[src/rtl/mips_pkg.sv]
// Shared encodings for the multicycle MIPS control path: opcodes, FSM states,
// and the ALUOp / ALUSrcB / PCSrc mux selects also used by the ALU control decoder.
package mips_pkg;

  localparam logic [5:0] OP_RTYPE = 6'b000000;
  localparam logic [5:0] OP_LW    = 6'b100011;
  localparam logic [5:0] OP_SW    = 6'b101011;
  localparam logic [5:0] OP_BEQ   = 6'b000100;
  localparam logic [5:0] OP_BNE   = 6'b000101;
  localparam logic [5:0] OP_ADDI  = 6'b001000;
  localparam logic [5:0] OP_J     = 6'b000010;

  typedef enum logic [3:0] {
    S_FETCH,
    S_DECODE,
    S_MEMADR,
    S_MEMREAD,
    S_MEMWB,
    S_MEMWRITE,
    S_EXECUTE,
    S_ALUWB,
    S_BRANCH,
    S_ADDIEXEC,
    S_ADDIWB,
    S_JUMP
  } state_t;

  localparam logic [1:0] ALUOP_ADD   = 2'b00;
  localparam logic [1:0] ALUOP_SUB   = 2'b01;
  localparam logic [1:0] ALUOP_FUNCT = 2'b10;

  localparam logic [1:0] SRCB_REGB  = 2'b00;
  localparam logic [1:0] SRCB_FOUR  = 2'b01;
  localparam logic [1:0] SRCB_IMM   = 2'b10;
  localparam logic [1:0] SRCB_IMMSH = 2'b11;

  localparam logic [1:0] PCSRC_ALU    = 2'b00;
  localparam logic [1:0] PCSRC_ALUOUT = 2'b01;
  localparam logic [1:0] PCSRC_JUMP   = 2'b10;

  // States that hold a memory access open until MemReady or timeout.
  function automatic logic is_wait_state(input state_t s);
    return (s == S_FETCH) || (s == S_MEMREAD) || (s == S_MEMWRITE);
  endfunction

endpackage

[src/rtl/mc_mem_wait_timer.sv]
// Counts MemReady-low cycles while a memory state is active and flags the timeout.
module mc_mem_wait_timer #(
  parameter int MEM_TIMEOUT = 16
) (
  input  logic clk,
  input  logic rst_n,
  input  logic active,
  input  logic ready,
  output logic timeout
);

  logic [7:0] count;

  assign timeout = active && !ready && (count == 8'(MEM_TIMEOUT - 1));

  always_ff @(posedge clk or negedge rst_n) begin
    if (!rst_n)
      count <= 8'd0;
    else if (!active || ready || timeout)
      count <= 8'd0;
    else
      count <= count + 8'd1;
  end

endmodule

[src/rtl/mips_multicycle_control.sv]
// Main control FSM of the multicycle MIPS core.
// Optional macro MC_BNE_EN adds BNE decoding through the BRANCH state.
module mips_multicycle_control
  import mips_pkg::*;
#(
  parameter int MEM_TIMEOUT = 16
) (
  input  logic       clk,
  input  logic       rst_n,
  input  logic [5:0] Op,
  input  logic       Zero,
  input  logic       MemReady,
  output logic       IorD,
  output logic       MemRead,
  output logic       MemWrite,
  output logic       IRWrite,
  output logic       RegDst,
  output logic       MemtoReg,
  output logic       RegWrite,
  output logic       ALUSrcA,
  output logic [1:0] ALUSrcB,
  output logic [1:0] ALUOp,
  output logic [1:0] PCSrc,
  output logic       PCEn,
  output logic       MemErr,
  output logic       IllegalOp
);

  state_t state, next_state;
  logic   timeout;

  mc_mem_wait_timer #(.MEM_TIMEOUT(MEM_TIMEOUT)) u_timer (
    .clk     (clk),
    .rst_n   (rst_n),
    .active  (is_wait_state(state)),
    .ready   (MemReady),
    .timeout (timeout)
  );

`ifdef MC_BNE_EN
  logic bne_q;

  always_ff @(posedge clk or negedge rst_n) begin
    if (!rst_n)
      bne_q <= 1'b0;
    else if (state == S_DECODE)
      bne_q <= (Op == OP_BNE);
  end
`endif

  always_ff @(posedge clk or negedge rst_n) begin
    if (!rst_n)
      state <= S_FETCH;
    else
      state <= next_state;
  end

  // Everything is held at 0 while reset is asserted, including the FETCH read.
  always_comb begin
    next_state = state;
    IorD       = 1'b0;
    MemRead    = 1'b0;
    MemWrite   = 1'b0;
    IRWrite    = 1'b0;
    RegDst     = 1'b0;
    MemtoReg   = 1'b0;
    RegWrite   = 1'b0;
    ALUSrcA    = 1'b0;
    ALUSrcB    = SRCB_REGB;
    ALUOp      = ALUOP_ADD;
    PCSrc      = PCSRC_ALU;
    PCEn       = 1'b0;
    MemErr     = 1'b0;
    IllegalOp  = 1'b0;
    if (rst_n) begin
      case (state)
        S_FETCH: begin
          MemRead = 1'b1;
          ALUSrcB = SRCB_FOUR;
          IRWrite = MemReady;
          PCEn    = MemReady;
          if (MemReady)
            next_state = S_DECODE;
        end
        S_DECODE: begin
          ALUSrcB = SRCB_IMMSH;
          case (Op)
            OP_LW, OP_SW: next_state = S_MEMADR;
            OP_RTYPE:     next_state = S_EXECUTE;
            OP_BEQ:       next_state = S_BRANCH;
`ifdef MC_BNE_EN
            OP_BNE:       next_state = S_BRANCH;
`endif
            OP_ADDI:      next_state = S_ADDIEXEC;
            OP_J:         next_state = S_JUMP;
            default: begin
              IllegalOp  = 1'b1;
              next_state = S_FETCH;
            end
          endcase
        end
        S_MEMADR: begin
          ALUSrcA    = 1'b1;
          ALUSrcB    = SRCB_IMM;
          next_state = (Op == OP_LW) ? S_MEMREAD : S_MEMWRITE;
        end
        S_MEMREAD: begin
          IorD    = 1'b1;
          MemRead = 1'b1;
          if (MemReady)
            next_state = S_MEMWB;
        end
        S_MEMWB: begin
          MemtoReg   = 1'b1;
          RegWrite   = 1'b1;
          next_state = S_FETCH;
        end
        S_MEMWRITE: begin
          IorD     = 1'b1;
          MemWrite = 1'b1;
          if (MemReady)
            next_state = S_FETCH;
        end
        S_EXECUTE: begin
          ALUSrcA    = 1'b1;
          ALUOp      = ALUOP_FUNCT;
          next_state = S_ALUWB;
        end
        S_ALUWB: begin
          RegDst     = 1'b1;
          RegWrite   = 1'b1;
          next_state = S_FETCH;
        end
        S_BRANCH: begin
          ALUSrcA    = 1'b1;
          ALUOp      = ALUOP_SUB;
          PCSrc      = PCSRC_ALUOUT;
`ifdef MC_BNE_EN
          PCEn       = bne_q ? !Zero : Zero;
`else
          PCEn       = Zero;
`endif
          next_state = S_FETCH;
        end
        S_ADDIEXEC: begin
          ALUSrcA    = 1'b1;
          ALUSrcB    = SRCB_IMM;
          next_state = S_ADDIWB;
        end
        S_ADDIWB: begin
          RegWrite   = 1'b1;
          next_state = S_FETCH;
        end
        S_JUMP: begin
          PCSrc      = PCSRC_JUMP;
          PCEn       = 1'b1;
          next_state = S_FETCH;
        end
        default: next_state = S_FETCH;
      endcase
      // A timed-out access is abandoned; MemReady low means no IRWrite/PCEn fired.
      if (timeout) begin
        MemErr     = 1'b1;
        next_state = S_FETCH;
      end
    end
  end

endmodule

[config.mk]
export PLATFORM = sky130hd
export DESIGN_NAME = mips_multicycle_control
export DESIGN_NICKNAME = d
export VERILOG_FILES = /design/src/rtl/mips_pkg.sv /design/src/rtl/mc_mem_wait_timer.sv /design/src/rtl/mips_multicycle_control.sv
export SDC_FILE = /design/constraint.sdc
export NUM_CORES = 1
export LEC_CHECK = 0
export CORE_MARGIN = 8
export CORE_UTILIZATION = 44
export CTS_BUF_LIST = sky130_fd_sc_hd__clkbuf_8 sky130_fd_sc_hd__clkbuf_16
export DETAILED_ROUTE_END_ITERATION = 16
export PLACE_DENSITY = 0.76
export SLEW_MARGIN = 20
export SYNTH_ARGS = -nofsm -noshare
export SYNTH_HDL_FRONTEND = slang
export SYNTH_SLANG_ARGS = --single-unit
[constraint.sdc]
create_clock -name clk -period 3.65 [get_ports clk]
set_input_delay 0.73 -clock clk [delete_from_list [all_inputs] [get_ports clk]]
set_output_delay 0.73 -clock clk [all_outputs]
set_load 0.005 [all_outputs]
== Word-level counts from Yosys, hierarchy flattened ==
Index checks and enable logic that the tools add are counted.

* Flip-flop bits (word level): 12
* Input bits: 10
* Output and inout port bits: 17
* Word-level logic and storage cells: 78

* Add/sub/neg operators: 1
* Eq/ne operators: 20
* Muxes and demuxes: 37
* Reduce and logical (&&, ||, !) cells: 18

{| class="wikitable"
|+ Operators by type and width
! operator !! number
|-
| $pmux 4 s7 || 1
|-
| $mux 1 || 22
|-
| $pmux 4 s5 || 1
|-
| $eq 4x3->1 const B || 4
|-
| $eq 4x4->1 const B || 4
|-
| $mux 4 || 4
|-
| $eq 6x6->1 const B || 2
|-
| $ne 3x2->1 const B || 3
|-
| $add 8x1->8 const B || 1
|-
| $eq 4x2->1 const B || 2
|-
| $eq 8x4->1 const B || 1
|-
| $mux 8 || 1
|-
| $pmux 2 s2 || 2
|-
| $reduce_or 2->1 || 4
|-
| $eq 6x2->1 const B || 1
|-
| $eq 6x3->1 const B || 1
|-
| $eq 6x4->1 const B || 1
|-
| $logic_not 6->1 || 1
|-
| $mux 2 || 3
|-
| $pmux 2 s3 || 1
|-
| $reduce_or 6->1 || 1
|-
| $eq 4x1->1 const B || 1
|-
| $logic_not 4->1 || 1
|-
| $logic_or 1x1->1 || 4
|-
| other kinds (7) || 9
|}

== Longest topological paths before layout ==
Gate-level depths: netlist (run 1).

* Depth after elaboration: 7
* Depth in mapped cells: 6
* Gate-level depth less buffers: 5

== Modules after synthesis ==
From an unflattened synthesis (run 1), not the netlist that was laid out.

* Cells, all modules: 123
* Area total of the unflattened synthesis: 973.4 µm²

{| class="wikitable"
|+ Modules (own cells, without submodules)
! module !! times used !! cells each !! area an instance (µm²) !! sequential area each (µm²)
|-
| mips_multicycle_control || 1 || 85 || 594.3 || 100.1
|-
| mc_mem_wait_timer || 1 || 38 || 379.1 || 200.2
|}

== Worst setup path before layout (run 1) ==
Ideal clock, no wire load.

* Path kind: input to output
* From: in MemReady
* To: out MemErr
* Data arrival time: 1.392 ns
* Data required time: 2.920 ns
* Path slack: 1.528 ns
* Stages: 3
* Buffers on the path: 0
* Cells stage by stage: nor4b_2 -> a22oi_2 -> nor4_1

* Cells in the longest elaborated chain, start to end: 5

{| class="wikitable"
|+ RTL lines
! item !! line !! source
|-
| start: declaration || mips_multicycle_control.sv:12 || <nowiki>input logic MemReady,</nowiki>
|-
| $logic_not 1->1 || mc_mem_wait_timer.sv:14 || <nowiki>assign timeout = active && !ready && (count == 8'(MEM_TIMEOUT - 1));</nowiki>
|-
| $logic_and 1x1->1 (2 in series) || mc_mem_wait_timer.sv:14 ||
|-
| $mux 1 || mips_multicycle_control.sv:162 || <nowiki>if (timeout) begin</nowiki>
|-
| $mux 1 || mips_multicycle_control.sv:75 || <nowiki>if (rst_n) begin</nowiki>
|-
| end: declaration || mips_multicycle_control.sv:25 || <nowiki>output logic MemErr,</nowiki>
|}

Every way passes these cells.

== Worst setup path in the final report (run 1) ==
Ends and elaborated chain as after synthesis.

==> summary.md, run 1 <==
| Metric | Value |
|---|---|
| DP HPWL | 1.97 mm |
| P_leak | 0.000492 µW |
| Syn_area_per_cell | 8.19 µm² |
| Crit Path Max Fanout | 6 |
| Synthesized instance count | roughly 120 |
| Power per cell area | 456 nW/µm² |
| Yosys top cell area share | a little under a third |
| Die Wd | about 63 µm |
| Htree depth | 1 |
| Worst-Margin Slew | 0.511 ns |
| Outcome | complete, no violations |
| CTS Buf Count | 3 |
| Die span in y | about 63 µm |
| Dominant cells by area after synthesis | dfrtp_1 (30%), nor2_1 (7.2%), xnor2_1 (4.4%) |
| Cell variety after synth | 46 |
| CP required | 2.92 ns |
| Cts repair resizes | 0 |
| DRC errors left | 0 |
| Fin Clk Skew | 0.00505 ns |
| Top FF cell, synth | dfrtp_1 |
| GRT Overall Usage | between 10% and 20% |
| WL per Instance | between 10 and 15 µm |
| CTS sink cnt | 12 |
| Relative slew slack | 65.9% |
| Final net count | 157 |
| Tmin final | 3.29 ns |
| RePlAce Congestion | just under 0.9 |
| Core box area | 2170 µm² |
| Hold slack | between 0.4 and 0.5 ns |
| Worst path cell trace | clkdlybuf4s50_1 > nor4b_2 > a22oi_2 > nor4_1 > clkdlybuf4s50_1 |
| Worst hold path class | reg -> reg |
| Largest net degree at the start of global routing | 19 |
| CP max stage cell | clkdlybuf4s50_1 |
| Ant. Diodes | 0 |
| Clk Latency, worst-skew pair | 0.24 ns |
| Clk root buf | clkbuf_8 |
| #FFs+latches synth | 12 |
| Critical path endpoint category | primary output |
| Area grow syn2layout | 30.3% |
| # port buffers | 26 |
| I/O pin total | 27 |
| Unrepaired setup endpoints after global routing | no |
| Via count | 986 |
| Most frequent CP cell | clkdlybuf4s50_1 |
| Synth area leader | dfrtp_1 |
| Worst path top cell family by delay | buffers and inverters |
| Startpoint types | input pin |
| Mapped cell area | 991 µm² |
| Period utilization | between 90% and 100% |
| First-pass GRT wire length | 4.37 mm |
| Final TNS setup | 0 ns |
| Max-slew violations | 0 |
| Number of max-cap violations | 0 |
| Max Buffers Root-to-Sink | 2 |
| Max incr delay on CP | 0.55 ns |
| CTS tree | yes |
| Number of global-route vias before repair | around 990 |
| Drt pass-1 iters | 4 |
| Die area | 4030 µm² |
| CP arrival | 2.56 ns |
| Seq/Total Area, Yosys | 30.3% |
| Final hold vios | 0 |
| Ys async rst share | 100% |
| CTS clk-pin slew, worst paths | ~0.05 ns |
| Setup CP Type | in -> out |
| Post-synth EDFFs | 0 |
| Row cnt | 17 |
| Mapped Nets | 132 |
| Max frequency | between 0.3 and 0.4 GHz |
| Post-DRT Antenna Nets | 0 |
| Synth warnings | 0 |
| Final WL | 2.54 mm |
| Initial antenna violation count | 0 |
| Layout cell share with drive strength beyond 1 | 11.0% |
| Via density | 5.70 |
| Initial DRC count | 32 |
| Setup violation total in the final timing report | 0 |
| Gr ovfl total | 0 |
| Number of post-CTS setup repair buffers | 0 |
| Post-CTS Hold Fix Bufs | 0 |
| Initial core utilization | between 40% and 50% |
| WP buf/inv | 2 |
| Peak VDD IR | 0.000492 V |
path summary, 6_finish.rpt:
path,to,from,depth (start not counted),slack (ns)
min,u_timer.count[0],u_timer.count[0],1,0.46
max in group asynchronous,u_timer.count[3],rst_n,3,2.34
max,MemErr,MemReady,5,0.36
max reg2reg,u_timer.count[3],state[0],4,1.94
min reg2reg,u_timer.count[0],u_timer.count[0],1,0.46
min in group asynchronous,u_timer.count[4],rst_n,1,0.73
area by class of cell:
class	instances	area (µm²)
Timing Repair Buffer	28	275
Sequential cell	12	300
Inverter	3	11.3
Fill cell	192	878
Tap cell	28	35.0
Clock buffer	4	55.1
Multi-Input combinational cell	98	614
layer usage:
metal,GRT usage [%],vias up,part of all wire [%]
met2,22.3,35,50
met1,14.5,466,43
met5,0,-,0
met4,1.11,0,0.63
li1,-,483,-
met3,4.77,2,6.0
stage by stage:
step	worst slack [ns]	cell area, µm²	power [µW]	cells	util (%)
floorplan	1.53	991	375	121	-
global placement	0.438	1240	439	169	57.0
detailed placement	0.364	1240	447	169	57.0
CTS	0.362	1290	594	173	59.5
global route	0.181	1290	629	173	59.5
finish	0.361	1290	589	173	59.5
kinds of logic (layout without fill, tap and decap cells):
logic type                 count (synthesis)  after routing  synth area share (%)
and+or+nand+nor                           61             61                  33.1
AOI/OAI and AO/OA                         26             26                  18.3
DFF                                       12             12                  30.3
buffers and inverters                     11             35                  7.70
xor gates and xnor gates                   8              8                  7.07
muxes                                      2              2                  2.27
adders and majority gates                  1              1                  1.26
worst register-to-register path: stages, from the launching register on:
cell	delay [ns]
dfrtp_1	0.66
nor4b_2	0.35
a22oi_2	0.15
or2_1	0.35
nor2_1	0.13
power breakdown:
part	total, µW	switching [µW]	internal (µW)
Clock	145	49.5	95.2
Combinational	240	114	126
Sequential	204	52.2	152
Total	589	215	373
cell usage after synthesis (all sizes together), types with 2 or more instances:
cell type / count
nor4: 4
nor2: 20
xor2: 3
clkbuf: 2
buf: 6
o21ai: 8
nand2b: 3
and3: 2
dfrtp: 12
mux2: 2
a32o: 2
nor3: 8
a21oi: 5
nand2: 8
xnor2: 5
nand3: 3
inv: 3
nor2b: 4
a22oi: 2
flip-flops by register name, summed over array words and instances, names as in the netlist:
register	cells
state	4
u_timer.count	8
cell usage in the layout (no fill, tap or decap), types with 2 or more instances in the layout:
cell,instances
dfrtp_1,12
inv_1,2
nor2b_1,4
a21oi_1,5
nand2_1,8
nor3_1,8
clkdlybuf4s50_1,26
nor2_1,19
nand3_1,3
clkbuf_8,4
xor2_1,3
xnor2_1,5
nor4_1,4
and3_1,2
o21ai_0,7
nand2b_1,3
buf_4,2
mux2_2,2
No activity file was read; power rests on OpenSTA's default activity.
==> run 2: changes to the inputs <==
--- a/config.mk
+++ b/config.mk
@@ -5,7 +5,6 @@
 export SDC_FILE = /design/constraint.sdc
 export NUM_CORES = 1
 export LEC_CHECK = 0
-export CORE_MARGIN = 8
 export CORE_UTILIZATION = 44
 export CTS_BUF_LIST = sky130_fd_sc_hd__clkbuf_8 sky130_fd_sc_hd__clkbuf_16
 export DETAILED_ROUTE_END_ITERATION = 16
==> run 2 against run 1 <==
  * Critical path depth unchanged
  * Routed wire length decreased by 12%
  * Utilization increased by 3.0 points
  * First-iteration DRC count decreased by 44%
  * Register-to-register slack about the same
  * Non-clock buffer count unchanged
  * Cell count decreased by 1.2%
  * Critical endpoint unchanged
  * Largest cell class unchanged
==> summary.md, run 2 (synthesized netlist as in run 1, its figures left out) <==
| Metric | Value |
|---|---|
| Outcome | complete, no violations |
| Tmin final | 3.27 ns |
| RePlAce Congestion | 0.884 |
| Final WL | 2.24 mm |
| Largest net degree at the start of global routing | 19 |
| WP buf/inv | 2 |
| Combinational share of power | 42.4% |
| DRC errors left | 0 |
| Initial DRC count | 18 |
| Setup violation total in the final timing report | 0 |
| Die area | 2450 µm² |
| Drt pass-1 iters | 4 |
| Initial antenna violation count | 0 |
| Max incr delay on CP | 0.56 ns |
| Worst path cell trace | clkdlybuf4s50_1 > nor3_1 > a22oi_2 > nor4_1 > clkdlybuf4s50_1 |
| Gr ovfl total | 0 |
| Die span in y | between 40 and 50 µm |
| # port buffers | 26 |
| CTS clk-pin slew, worst paths | 0.05 ns |
| Hold slack | 0.478 ns |
| Clock network power share | 20.6% |
| Worst hold path class | reg -> reg |
| Via count | 959 |
| Clk root buf | clkbuf_8 |
| Switch share | between 30 and 40% |
| Worst-Margin Slew | 0.544 ns |
| Max Buffers Root-to-Sink | 2 |
| Initial core utilization | 48.5% |
| Setup WS pre-CTS | 0.408 ns |
| Core box area | 2040 µm² |
| P_leak | 0.000485 µW |
| Flip-flop count of the largest register after layout | 8 |
| Switching power | 211 µW |
| CP max stage cell | clkdlybuf4s50_1 |
| Power per cell area | 440 nW/µm² |
| Commonest non-fill, non-tap cell in the layout | clkdlybuf4s50_1 |
| Layout cell share with drive strength beyond 1 | roughly a tenth |
| Peak VDD IR | between 0.0004 and 0.0005 V |
| Htree depth | 1 |
| Number of global-route vias before repair | 867 |
| WL per Instance | 13.1 µm |
| Top reg by flops | u_timer.count |
| Max frequency | around 0.3 GHz |
| Critical path endpoint category | primary output |
| Relative slew slack | 63.7% |
| CP arrival | 2.54 ns |
| Post-DRT Antenna Nets | 0 |
| Startpoint types | input pin |
| I/O pin total | 27 |
| Reg power frac | 36.9% |
| Number of post-CTS setup repair buffers | 0 |
| Biggest regs | u_timer.count (8), state (4) |
| Row cnt | 16 |
| Ant. Diodes | 0 |
| Post-CTS Hold Fix Bufs | 0 |
| Int Power | around 350 µW |
| CTS Buf Count | 3 |
| Cts repair resizes | 0 |
| CTS tree | yes |
| CP required | 2.92 ns |
| Most frequent CP cell | clkdlybuf4s50_1 |
| Post-route setup slack | 0.379 ns |
| Filler Cell Count | between 150 and 200 |
| Unrepaired setup endpoints after global routing | no |
| Worst path top cell family by delay | buffers and inverters |
| Setup CP Type | in -> out |
| DP HPWL | between 1.5 and 2 mm |
| CTS sink cnt | 12 |
| Period utilization | 89.6% |
| Number of max-cap violations | 0 |
| Fin Clk Skew | 0.00160 ns |
| Clk Latency, worst-skew pair | 0.23 ns |
| Final net count | around 160 |
| First-pass GRT wire length | between 3 and 4 mm |
| GRT Overall Usage | 19.1% |
| Via density | 5.61 |
| Final TNS setup | 0 ns |
| Most frequent cells in the layout | clkdlybuf4s50_1 (26), nor2_1 (19), dfrtp_1 (12) |
| Area grow syn2layout | 28.8% |
| Crit Path Max Fanout | 6 |
| Final hold vios | 0 |
| Max-slew violations | 0 |
| Die Wd | 49.5 µm |
## run 2: power by group through the flow
stage,Sequential (µW),Combinational [µW],Clock [µW]
6_report,208,238,116
2_1_floorplan,168,206,0
5_1_grt,212,261,122
4_1_cts,206,238,118
3_3_place_gp,207,230,0
3_5_place_dp,209,237,0
## run 2: worst reg2reg max path: stages, from the launching register on
cell and delay, ns:
dfrtp_1 0.68, nor4b_2 0.33, a22oi_2 0.14, or2_1 0.34, nor2_1 0.14
## run 2: cell type report
cell class | instances | area (µm²) | share of cell area, %
well taps | 27 | 33.8 | 2.65
inverters | 3 | 11.3 | 0.882
multi-input cells | 98 | 614 | 48.1
clock buffers | 3 | 41.3 | 3.24
repair buffers | 28 | 275 | 21.6
flip-flops and latches | 12 | 300 | 23.5
## run 2: metal layers
layer  GRT usage [%]  up-vias  share of wire [%]
met4            3.81        0               0.27
met3            3.70        2                7.0
met5               0        -                  0
met1            27.6      436                 49
li1                -      483                  -
met2            29.9       38                 44
## run 2: final timing paths
path                                   from                to  slack, ns  depth (start not counted)
max                                MemReady            MemErr       0.38                          5
min                        u_timer.count[0]  u_timer.count[0]       0.48                          1
max reg2reg                        state[0]  u_timer.count[7]       1.95                          4
min reg2reg                u_timer.count[0]  u_timer.count[0]       0.48                          1
max in group asynchronous             rst_n          state[0]       2.47                          2
min in group asynchronous             rst_n  u_timer.count[4]       0.74                          1
## run 2: through the flow
| step | instance area (µm²) | utilization (%) | cells | total power [µW] |
|---|---|---|---|---|
| 6_report | 1280 | 62.5 | 171 | 562 |
| 5_1_grt | 1280 | 62.5 | 171 | 596 |
| 4_1_cts | 1280 | 62.5 | 171 | 563 |
| 3_5_place_dp | 1230 | 60.5 | 168 | 446 |
| 3_3_place_gp | 1230 | 60.5 | 168 | 436 |
| 2_1_floorplan | 991 | - | 121 | 375 |
==> run 3: changes to the inputs <==
--- a/config.mk
+++ b/config.mk
@@ -5,10 +5,12 @@
 export SDC_FILE = /design/constraint.sdc
 export NUM_CORES = 1
 export LEC_CHECK = 0
+export CAP_MARGIN = 20
 export CORE_UTILIZATION = 44
 export CTS_BUF_LIST = sky130_fd_sc_hd__clkbuf_8 sky130_fd_sc_hd__clkbuf_16
 export DETAILED_ROUTE_END_ITERATION = 16
 export PLACE_DENSITY = 0.76
+export RECOVER_POWER = 100
 export SLEW_MARGIN = 20
 export SYNTH_ARGS = -nofsm -noshare
 export SYNTH_HDL_FRONTEND = slang
==> run 3 against run 2 <==
  * Die area unchanged
  * Sequential power about the same
  * Global-route usage unchanged
  * Utilization down 0.61 points
  * Power down 3.4%
  * Routed wire length down 0.40%
  * Fmax down 4.2%
  * Sequential share of layout area up 0.23 points
  * Worst setup slack worse by 0.14 ns
  * First-iteration DRC count down 33%
  * Clock power about the same
  * Critical endpoint unchanged
  * Largest power group unchanged
==> summary.md, run 3 (synthesized netlist as in run 1, its figures left out) <==
| Metric | Value |
|---|---|
| Outcome | complete, no violations |
| CP max stage cell | dlygate4sd3_1 |
| WL per Instance | 13.0 µm |
| Number of post-CTS setup repair buffers | 0 |
| Relative slew slack | 64.3% |
| Tmin final | roughly 3.4 ns |
| First-pass GRT wire length | 3.70 mm |
| Die span in y | 49.5 µm |
| Unrepaired setup endpoints after global routing | no |
| Filler Cell Count | between 150 and 200 |
| Row cnt | 16 |
| Final std cells w/o fill | 171 |
| Crit Path Max Fanout | 6 |
| Critical path endpoint category | primary output |
| Routed wire length on met3 | 150 µm |
| Drt pass-1 iters | 4 |
| Via density | 5.60 |
| CTS clk-pin slew, worst paths | 0.05 ns |
| Setup CP Type | in -> out |
| CTS tree | yes |
| Clk Latency, worst-skew pair | 0.23 ns |
| Worst path cell trace | dlygate4sd3_1 > nor3_1 > a22oi_1 > nor4_1 > dlygate4sd3_1 |
| Most frequent cells in the layout | nor2_1 (19), dlygate4sd3_1 (18), dfrtp_1 (12) |
| Largest net degree at the start of global routing | 19 |
| Max Buffers Root-to-Sink | 2 |
| Fin Clk Skew | 0.00189 ns |
| Htree depth | 1 |
| Die area | 2450 µm² |
| Final WL | between 2 and 2.5 mm |
| Highest metal used | met4 |
| Max-slew violations | 0 |
| Period utilization | 93.5% |
| Placed cells | 168 |
| Number of global-route vias before repair | 867 |
| Cts repair resizes | 0 |
| DP HPWL | roughly 1.7 mm |
| CTS sink cnt | 12 |
| Setup violation total in the final timing report | 0 |
| Area grow syn2layout | 27.5% |
| Worst hold path class | reg -> reg |
| Initial DRC count | 12 |
| Max incr delay on CP | a little over 0.6 ns |
| P_leak | between 0.0005 and 0.0006 µW |
| Final hold vios | 0 |
| Final Power | 543 µW |
| Final Util | 61.9% |
| Initial antenna violation count | 0 |
| # port buffers | 26 |
| Peak VDD IR | 0.000397 V |
| Ant. Diodes | 0 |
| CP required | 2.92 ns |
| Routed length on met1 | 1.08 mm |
| Commonest non-fill, non-tap cell in the layout | nor2_1 |
| CP arrival | 2.68 ns |
| Post-DRT Antenna Nets | 0 |
| Final net count | ~160 |
| RePlAce Congestion | 0.884 |
| GRT Overall Usage | 19.1% |
| Final TNS setup | 0 ns |
| DRC errors left | 0 |
| Initial core utilization | 48.5% |
| Power per cell area | ~430 nW/µm² |
| Most frequent CP cell | dlygate4sd3_1 |
| Max frequency | 0.293 GHz |
| Worst-Margin Slew | 0.535 ns |
| Biggest regs | u_timer.count (8), state (4) |
| Via count | 957 |
| Clk root buf | clkbuf_8 |
| Flip-flop count of the largest register after layout | 8 |
| Core box area | about 2000 µm² |
| I/O pin total | 27 |
| Startpoint types | input pin |
| Post-CTS Hold Fix Bufs | 0 |
| Gr ovfl total | 0 |
| Layout cell share with drive strength beyond 1 | 8.33% |
| Die Wd | 49.5 µm |
| CTS Buf Count | 3 |
| Number of max-cap violations | 0 |
| Top reg by flops | u_timer.count |
| Routed wl met2 | 986 µm |
run 3: cell types whose count changed in the layout (fill, tap and decap cells not counted):
cell	previous run	this run
o21ai_0	7	8
or2_0	0	1
and2_0	0	1
and2_1	1	0
a22oi_1	1	2
clkbuf_1	0	1
buf_4	2	1
dlygate4sd3_1	0	18
clkdlybuf4s50_1	26	8
a22oi_2	1	0
o21ai_2	1	0
or2_1	1	0
run 3: power by group:
group          internal (µW)  switching (µW)
registers                152            54.7
logic                    114             107
clock network           72.3            43.0
total                    338             205
run 3: cell type report:
cell class / count / area [µm²] / share of cell area (%)
inverters: 3 / 11.3 / 0.891
well taps: 27 / 33.8 / 2.67
repair buffers: 28 / 272 / 21.5
flip-flops and latches: 12 / 300 / 23.8
clock buffers: 3 / 41.3 / 3.27
multi-input cells: 98 / 606 / 47.9
run 3: worst paths after layout:
path | end | start | cells after the start | slack, ns
max in group asynchronous | state[1] | rst_n | 2 | 2.40
min reg2reg | u_timer.count[0] | u_timer.count[0] | 1 | 0.48
min in group asynchronous | u_timer.count[4] | rst_n | 1 | 0.81
min | u_timer.count[0] | u_timer.count[0] | 1 | 0.48
max | MemErr | MemReady | 5 | 0.24
max reg2reg | state[0] | state[0] | 4 | 1.85
run 3: metal layers:
layer | up-vias | track usage [%]
li1 | 481 | -
met3 | 2 | 3.70
met4 | 0 | 3.81
met5 | - | 0
met2 | 36 | 29.9
met1 | 438 | 27.6
run 3: critical path, delay by kind of cell:
kind	cells	cell delay [ns]
buffers and inverters	2	1.23
AND/OR/NAND/NOR	2	0.53
AO/OA/AOI/OAI	1	0.19
run 3: metrics by stage:
stage	cell area (µm²)	setup WS (ns)	hold WS [ns]
detailed placement	1230	0.408	0.473
CTS	1280	0.373	0.482
global route	1260	0.156	0.513
finish	1260	0.237	0.478
floorplan	991	1.53	0.429
global placement	1230	0.439	0.445
